==> src/rtl/led_anim_engine_if.sv <==
// Control/status bundle for led_anim_engine: frame-advance controls in, LED pattern and frame status out.
// LED_ANIM_PWM_EN adds the 4-bit bright input.
interface led_anim_engine_if #(
  parameter int N_LEDS     = 16,
  parameter int PRESCALE_W = 24
);
  localparam int FW = $clog2(2 * N_LEDS);

  logic                  en;
  logic [1:0]            mode;
  logic [PRESCALE_W-1:0] prescale;
`ifdef LED_ANIM_PWM_EN
  logic [3:0]            bright;
`endif
  logic [N_LEDS-1:0]     led;
  logic [FW-1:0]         frame_no;
  logic                  frame_tick;
  logic                  period_done;

`ifdef LED_ANIM_PWM_EN
  modport master (
    output en, mode, prescale, bright,
    input  led, frame_no, frame_tick, period_done
  );
  modport slave (
    input  en, mode, prescale, bright,
    output led, frame_no, frame_tick, period_done
  );
`else
  modport master (
    output en, mode, prescale,
    input  led, frame_no, frame_tick, period_done
  );
  modport slave (
    input  en, mode, prescale,
    output led, frame_no, frame_tick, period_done
  );
`endif
endinterface

==> src/rtl/led_anim_engine.sv <==
// LED bar animation engine: prescaled frame counter over 2*N_LEDS frames, four patterns, registered output.
// Define LED_ANIM_PWM_EN to add a 16-step brightness PWM on the led output.
module led_anim_engine #(
  parameter int N_LEDS     = 16,
  parameter int PRESCALE_W = 24
) (
  input  logic               clk,
  input  logic               rst,
  led_anim_engine_if.slave   bus
);
  localparam int FW = $clog2(2 * N_LEDS);
  localparam logic [FW-1:0] LAST_FRAME = FW'(2 * N_LEDS - 1);

  logic [1:0]            mode_q;
  logic [PRESCALE_W-1:0] pre_cnt;
  logic [FW-1:0]         frame_q;
  logic [N_LEDS-1:0]     led_q;
  logic [N_LEDS-1:0]     pattern;
  logic                  mode_chg;
  logic                  tick;
  logic                  last_frame;

  // A compare of >= lets a prescale lowered mid-count fire on the very next cycle.
  assign mode_chg   = (bus.mode != mode_q);
  assign last_frame = (frame_q == LAST_FRAME);
  assign tick       = !rst && bus.en && !mode_chg && (pre_cnt >= bus.prescale);

  always_comb begin
    int k;
    pattern = '0;
    k       = int'(frame_q);
    case (mode_q)
      2'd0: begin
        for (int i = 0; i < N_LEDS; i++) begin
          pattern[i] = (k <= N_LEDS) ? (i + k >= N_LEDS) : (i + 2 * N_LEDS - k >= N_LEDS);
        end
      end
      2'd1: begin
        for (int i = 0; i < N_LEDS; i++) begin
          pattern[i] = (k < N_LEDS) ? (i == N_LEDS - 1 - k) : (i == k - N_LEDS);
        end
      end
      2'd2: pattern = (k < N_LEDS) ? '1 : '0;
      default: pattern = N_LEDS'(frame_q);
    endcase
  end

`ifdef LED_ANIM_PWM_EN
  logic [3:0] pwm_cnt;

  always_ff @(posedge clk) begin
    if (rst) begin
      pwm_cnt <= '0;
    end else begin
      pwm_cnt <= pwm_cnt + 1'b1;
    end
  end

  logic [N_LEDS-1:0] led_next;
  assign led_next = pattern & {N_LEDS{pwm_cnt < bus.bright}};
`else
  logic [N_LEDS-1:0] led_next;
  assign led_next = pattern;
`endif

  // Mode change clears the animation ahead of any coincident tick.
  always_ff @(posedge clk) begin
    if (rst) begin
      mode_q  <= '0;
      pre_cnt <= '0;
      frame_q <= '0;
      led_q   <= '0;
    end else begin
      mode_q <= bus.mode;
      led_q  <= led_next;
      if (mode_chg) begin
        pre_cnt <= '0;
        frame_q <= '0;
      end else if (tick) begin
        pre_cnt <= '0;
        frame_q <= last_frame ? '0 : frame_q + 1'b1;
      end else if (bus.en) begin
        pre_cnt <= pre_cnt + 1'b1;
      end
    end
  end

  assign bus.led         = led_q;
  assign bus.frame_no    = frame_q;
  assign bus.frame_tick  = tick;
  assign bus.period_done = tick && last_frame;

endmodule

==> src/flat_wrapper.sv <==
// flat-port wrapper written by rule: the top's interface ports become plain ports
module led_anim_engine_flat 
#(
  parameter int N_LEDS     = 16,
  parameter int PRESCALE_W = 24
)
  (clk, rst, bus_en, bus_mode, bus_prescale, bus_led, bus_frame_no, bus_frame_tick, bus_period_done);
  led_anim_engine_if #(.N_LEDS(N_LEDS), .PRESCALE_W(PRESCALE_W)) bus_i ();
  input  logic clk;
  input  logic rst;
  input wire logic [$bits(bus_i.en)-1:0] bus_en;
  input wire logic [$bits(bus_i.mode)-1:0] bus_mode;
  input wire logic [$bits(bus_i.prescale)-1:0] bus_prescale;
  output wire logic [$bits(bus_i.led)-1:0] bus_led;
  output wire logic [$bits(bus_i.frame_no)-1:0] bus_frame_no;
  output wire logic [$bits(bus_i.frame_tick)-1:0] bus_frame_tick;
  output wire logic [$bits(bus_i.period_done)-1:0] bus_period_done;
  assign bus_i.en = bus_en;
  assign bus_i.mode = bus_mode;
  assign bus_i.prescale = bus_prescale;
  assign bus_led = bus_i.led;
  assign bus_frame_no = bus_i.frame_no;
  assign bus_frame_tick = bus_i.frame_tick;
  assign bus_period_done = bus_i.period_done;
  led_anim_engine #(.N_LEDS(N_LEDS), .PRESCALE_W(PRESCALE_W)) u_core (.clk(clk), .rst(rst), .bus(bus_i));
endmodule
==> config.mk <==
export PLATFORM = sky130hd
export DESIGN_NAME = led_anim_engine_flat
export DESIGN_NICKNAME = d
export VERILOG_FILES = /design/src/rtl/led_anim_engine_if.sv /design/src/rtl/led_anim_engine.sv /design/src/flat_wrapper.sv
export SDC_FILE = /design/constraint.sdc
export NUM_CORES = 1
export LEC_CHECK = 0
export CORE_MARGIN = 5
export CORE_UTILIZATION = 43
export CTS_CLUSTER_DIAMETER = 120
export DETAILED_ROUTE_END_ITERATION = 7
export PLACE_DENSITY = 0.65
export SYNTH_ARGS = -nofsm -noshare
export SYNTH_HDL_FRONTEND = slang
export SYNTH_SLANG_ARGS = --single-unit
==> constraint.sdc <==
create_clock -name clk -period 3.2 [get_ports clk]
set_input_delay 0.64 -clock clk [delete_from_list [all_inputs] [get_ports clk]]
set_output_delay 0.64 -clock clk [all_outputs]
set_load 0.01 [all_outputs]
==> results <==
- The flow ran to the end, but the final reports show violations.
- The checks that failed: setup timing.
- Setup slack on the worst reg-to-reg path comes out at ~0.70 ns.
- After synthesis the netlist holds a flip-flop and latch count of between 40 and 50.
- The worst register-to-register path begins at u_core.pre_cnt[10].
- The synthesized design contains 0 enable-type register cells.
- The total power density per cell area is 238 mW/mm^2.
- The required time of the critical path is around 2.6 ns.
- The classification of the worst-slack hold path is reg -> reg.
- Timing would allow up to approximately 310 MHz.
- The count of distinct cell types in the synthesized netlist is 57.
- The count of unresolved DRC violations after routing is 0.
- The number of placement rows is 33.
- The final layout net count is around 610.
- The die span in x is about 100 um.
- After clock tree synthesis, the clock-pin slew on the worst setup and hold paths is approximately 0.08 ns.
- No sink is reached through more buffers than the 2 on the longest clock path.
- The cell area after placement is roughly 0.0044 mm^2.
- Dividing the detail-routed via count by the number of cells gives around 5.6.
- Clock tree synthesis inserted a total of 5 buffers.
- The number of antenna violations at the first check in global routing is 0.
- The post-placement worst setup slack is -0.722 ns.
- The share of the yosys chip area belonging to registers is 25.7%.
- The congestion estimate from routability-driven global placement came to about 0.96.
- The post-layout total power is roughly 1.1 mW.
- For hold timing, the worst endpoint is u_core.pre_cnt[3].
- The relative max-transition margin is roughly half.
- The DRC marker count from the first detailed-route iteration is ~210.
- The post-layout instance area is roughly 0.0047 mm^2.
- The wire length of the first global-routing pass is approximately 18000 um.
- In this run the worst path has a maximum fanout of 3.
- The detailed-route wire length per cell is approximately 16 um.
- Subtracting the final worst setup slack from the clock period gives about 3.2 ns.
- Clock tree synthesis found a total of 47 sinks.
- The cell count after synthesis came out at around 480.
- The number of slew-limit violations in the final report came to 0.
- The number of antenna diodes in the final layout is 0.
- Summed over all instances, the cell type with the most area after synthesis is dfxtp_1.
- The final critical path takes up 100% of the cycle.
- The placed wire-length estimate is 7640 um.
- The die is just over 100 um tall.
- The kind of end point of the critical path is an output port.
- IR analysis of the VDD net gives a maximum drop of about 0.00014 V.
- The worst register-to-register path has a depth of 10.
- The netlist area before placement is ~0.0037 mm^2.
- The proportion of synthesized flip-flops having asynchronous set or reset is 0%.
- After synthesis, the largest area contributor takes up roughly 26% of total cell area.
- The synthesis-to-layout area growth is 29.8%.
- Along the worst hold path, the cell count comes to 2.
- TritonCTS built the clock tree.
- The number of endpoints with negative hold slack in the final report is 0.
- The number of nets still failing antenna checks after routing is 0.
- The most used standard cell by instance count after synthesis is nor2_1.
- The slew of the pin with the lowest slew margin is 0.718 ns.
- The worst hold-check slack is 0.549 ns.
- The most common flop cell mapped by yosys is dfxtp_1.
- The critical path start-end classification is in -> out.
- The total detailed-routing wirelength is roughly 11000 um.
- Global routing finished with a remaining overflow of 0.
- The H-tree generated during clock tree synthesis spans 2 levels.
- During synthesis, Yosys emitted a total of 0 warnings.
- The data arrival time of the critical path is 2.56 ns.
- The area of the die is around 0.010 mm^2.
- The reported max-cap violation count is 0.
- In this run the standard cell core region covers a little over 0.008 mm^2.
- In the final layout, the share of cells above drive strength 1 is ~23%.
- The startpoint type of the worst setup path is a primary input.
- The total negative slack for setup checks is -0.00139 ns.
- Setup violations remaining at the end of the flow were counted as 1.
- The endpoint of the lowest-slack register-to-register path is u_core.pre_cnt[19].
- Across the routed clock network, the largest skew measured is between 0.01 and 0.015 ns.
- The post-synthesis net count is ~540.
- The number of global-route vias before repair came to about 3600.
- Setup repair after global routing could not meet its margin everywhere.
- In this run the clock root is driven by a clkbuf_8.
- Averaged over all synthesized cells, the footprint is approximately 7.7 um^2.
- The startpoint of the tightest hold check path is u_core.pre_cnt[3].
- The number of input and output port buffers inserted is 51.
- During I/O placement, the number of pins put on the boundary was between 50 and 60.
- The initial utilization of the core area, before any placement, comes to approximately 44%.
- The iteration count of the initial detailed-routing pass is 5.
- Ranked by instance count, the synthesized netlist is headed by nor2_1 (50), dfxtp_1 (47), nand2_1 (45).
- In this run the static leakage power is about 1.8 nW.
- The final worst slack is -0.00139 ns.
- Entering global routing, the biggest net connects 26 pins.
- The detailed router placed 3672 vias in this run.
- The overall global routing resource usage is 20.8%.
- By area the synthesized netlist is led by dfxtp_1 (26%), ha_1 (11%), nor3_2 (5.5%).
- The later pin in the worst-skew pair is clocked with a latency of approximately 0.30 ns.
## area by class of cell
| type | count | area (um^2) |
|---|---|---|
| Clock inverter | 1 | 5.00 |
| Clock buffer | 6 | 82.6 |
| Fill cell | 798 | 3510 |
| Timing Repair Buffer | 92 | 785 |
| Inverter | 37 | 141 |
| Tap cell | 105 | 131 |
| Sequential cell | 47 | 942 |
| Multi-Input combinational cell | 364 | 2660 |
## per-layer routing
| metal | vias up | track usage, % | part of all wire [%] |
|---|---|---|---|
| li1 | 1805 | - | - |
| met4 | 0 | 6.66 | 1.1 |
| met3 | 11 | 3.48 | 6.8 |
| met1 | 1726 | 28.9 | 45 |
| met5 | - | 0 | 0 |
| met2 | 130 | 32.9 | 47 |
## critical path, cell delays in order
cell           delay (ns)
dlygate4sd2_1        0.24
inv_2                0.06
ha_4                 0.19
nand4_1              0.18
nor4_4               0.07
buf_4                0.14
a221oi_2             0.25
o211ai_2             0.16
o21a_1               0.22
buf_6                0.13
and3_4               0.17
buf_6                0.11
## flip-flops by register name, summed over array words and instances (netlist names)
signal / cells
u_core.pre_cnt: 24
u_core.bus.frame_no: 5
u_core.mode_q: 2
u_core.bus.led: 16
## how the worst max path moves through the flow
stage / from / to / slack [ns] / cells past startpoint
detailed placement: bus_prescale[18] / bus_period_done / -0.72 / 10
CTS: bus_prescale[2] / bus_period_done / 0.0007 / 11
global route: bus_prescale[9] / bus_period_done / -0.06 / 11
floorplan: bus_prescale[9] / bus_period_done / 0.15 / 9
global placement: bus_prescale[22] / bus_period_done / -0.69 / 10
finish: bus_prescale[18] / bus_period_done / -0.001 / 12
## timing repair
item / CTS / global route
hold buffers: 0 / 0
pin swaps: 27 / 14
setup buffers: 9 / 3
resized for setup: 61 / 26
setup endpoints to repair: 2 / 2
## through the flow
step / util (%) / cells
final: 57.5 / 652
after global routing: 57.5 / 652
after CTS: 56.8 / 649
after detailed placement: 52.9 / 633
after global placement: 52.9 / 633
after floorplan: - / 476
## cell usage in the layout (no fill, tap or decap), drive strengths merged, types with 2 or more instances in the layout
| master | Yosys | final |
|---|---|---|
| a211o | 3 | 3 |
| a211oi | 6 | 6 |
| a21o | 3 | 3 |
| a21oi | 28 | 28 |
| a221oi | 3 | 3 |
| a22oi | 3 | 3 |
| a31oi | 7 | 7 |
| and2 | 3 | 3 |
| and3 | 7 | 7 |
| buf | 9 | 44 |
| clkbuf | 19 | 12 |
| clkdlybuf4s15 | 0 | 2 |
| clkdlybuf4s50 | 0 | 32 |
| dfxtp | 47 | 47 |
| dlygate4sd2 | 0 | 7 |
| ha | 33 | 33 |
| inv | 37 | 37 |
| mux2i | 4 | 4 |
| nand2 | 45 | 45 |
| nand2b | 8 | 8 |
| nand3 | 14 | 14 |
| nand3b | 3 | 3 |
| nand4 | 12 | 12 |
| nor2 | 51 | 51 |
| nor2b | 3 | 3 |
| nor3 | 34 | 34 |
| nor4b | 2 | 2 |
| o21a | 2 | 2 |
| o21ai | 34 | 34 |
| o221ai | 3 | 3 |
| o31ai | 3 | 3 |
| or3 | 3 | 3 |
| xnor2 | 21 | 21 |
| xor2 | 8 | 8 |
## report_power, final
| part | internal, mW | switching, mW |
|---|---|---|
| clock | 0.170 | 0.200 |
| sequential | 0.594 | 0.00692 |
| combinational | 0.0781 | 0.0781 |
| total | 0.843 | 0.285 |
## kinds of logic (layout without fill, tap and decap cells)
family          count (synthesis)  in the layout  synth area share [%]
compound gates                106            106                  18.5
flops                          47             47                  25.7
buf+inv                        65            136                  7.81
mux                             6              6                  2.02
fa+ha+maj                      33             33                  11.3
xor+xnor                       29             29                  6.95
simple gates                  190            190                  27.7
No activity file was read; power rests on OpenSTA's default activity.
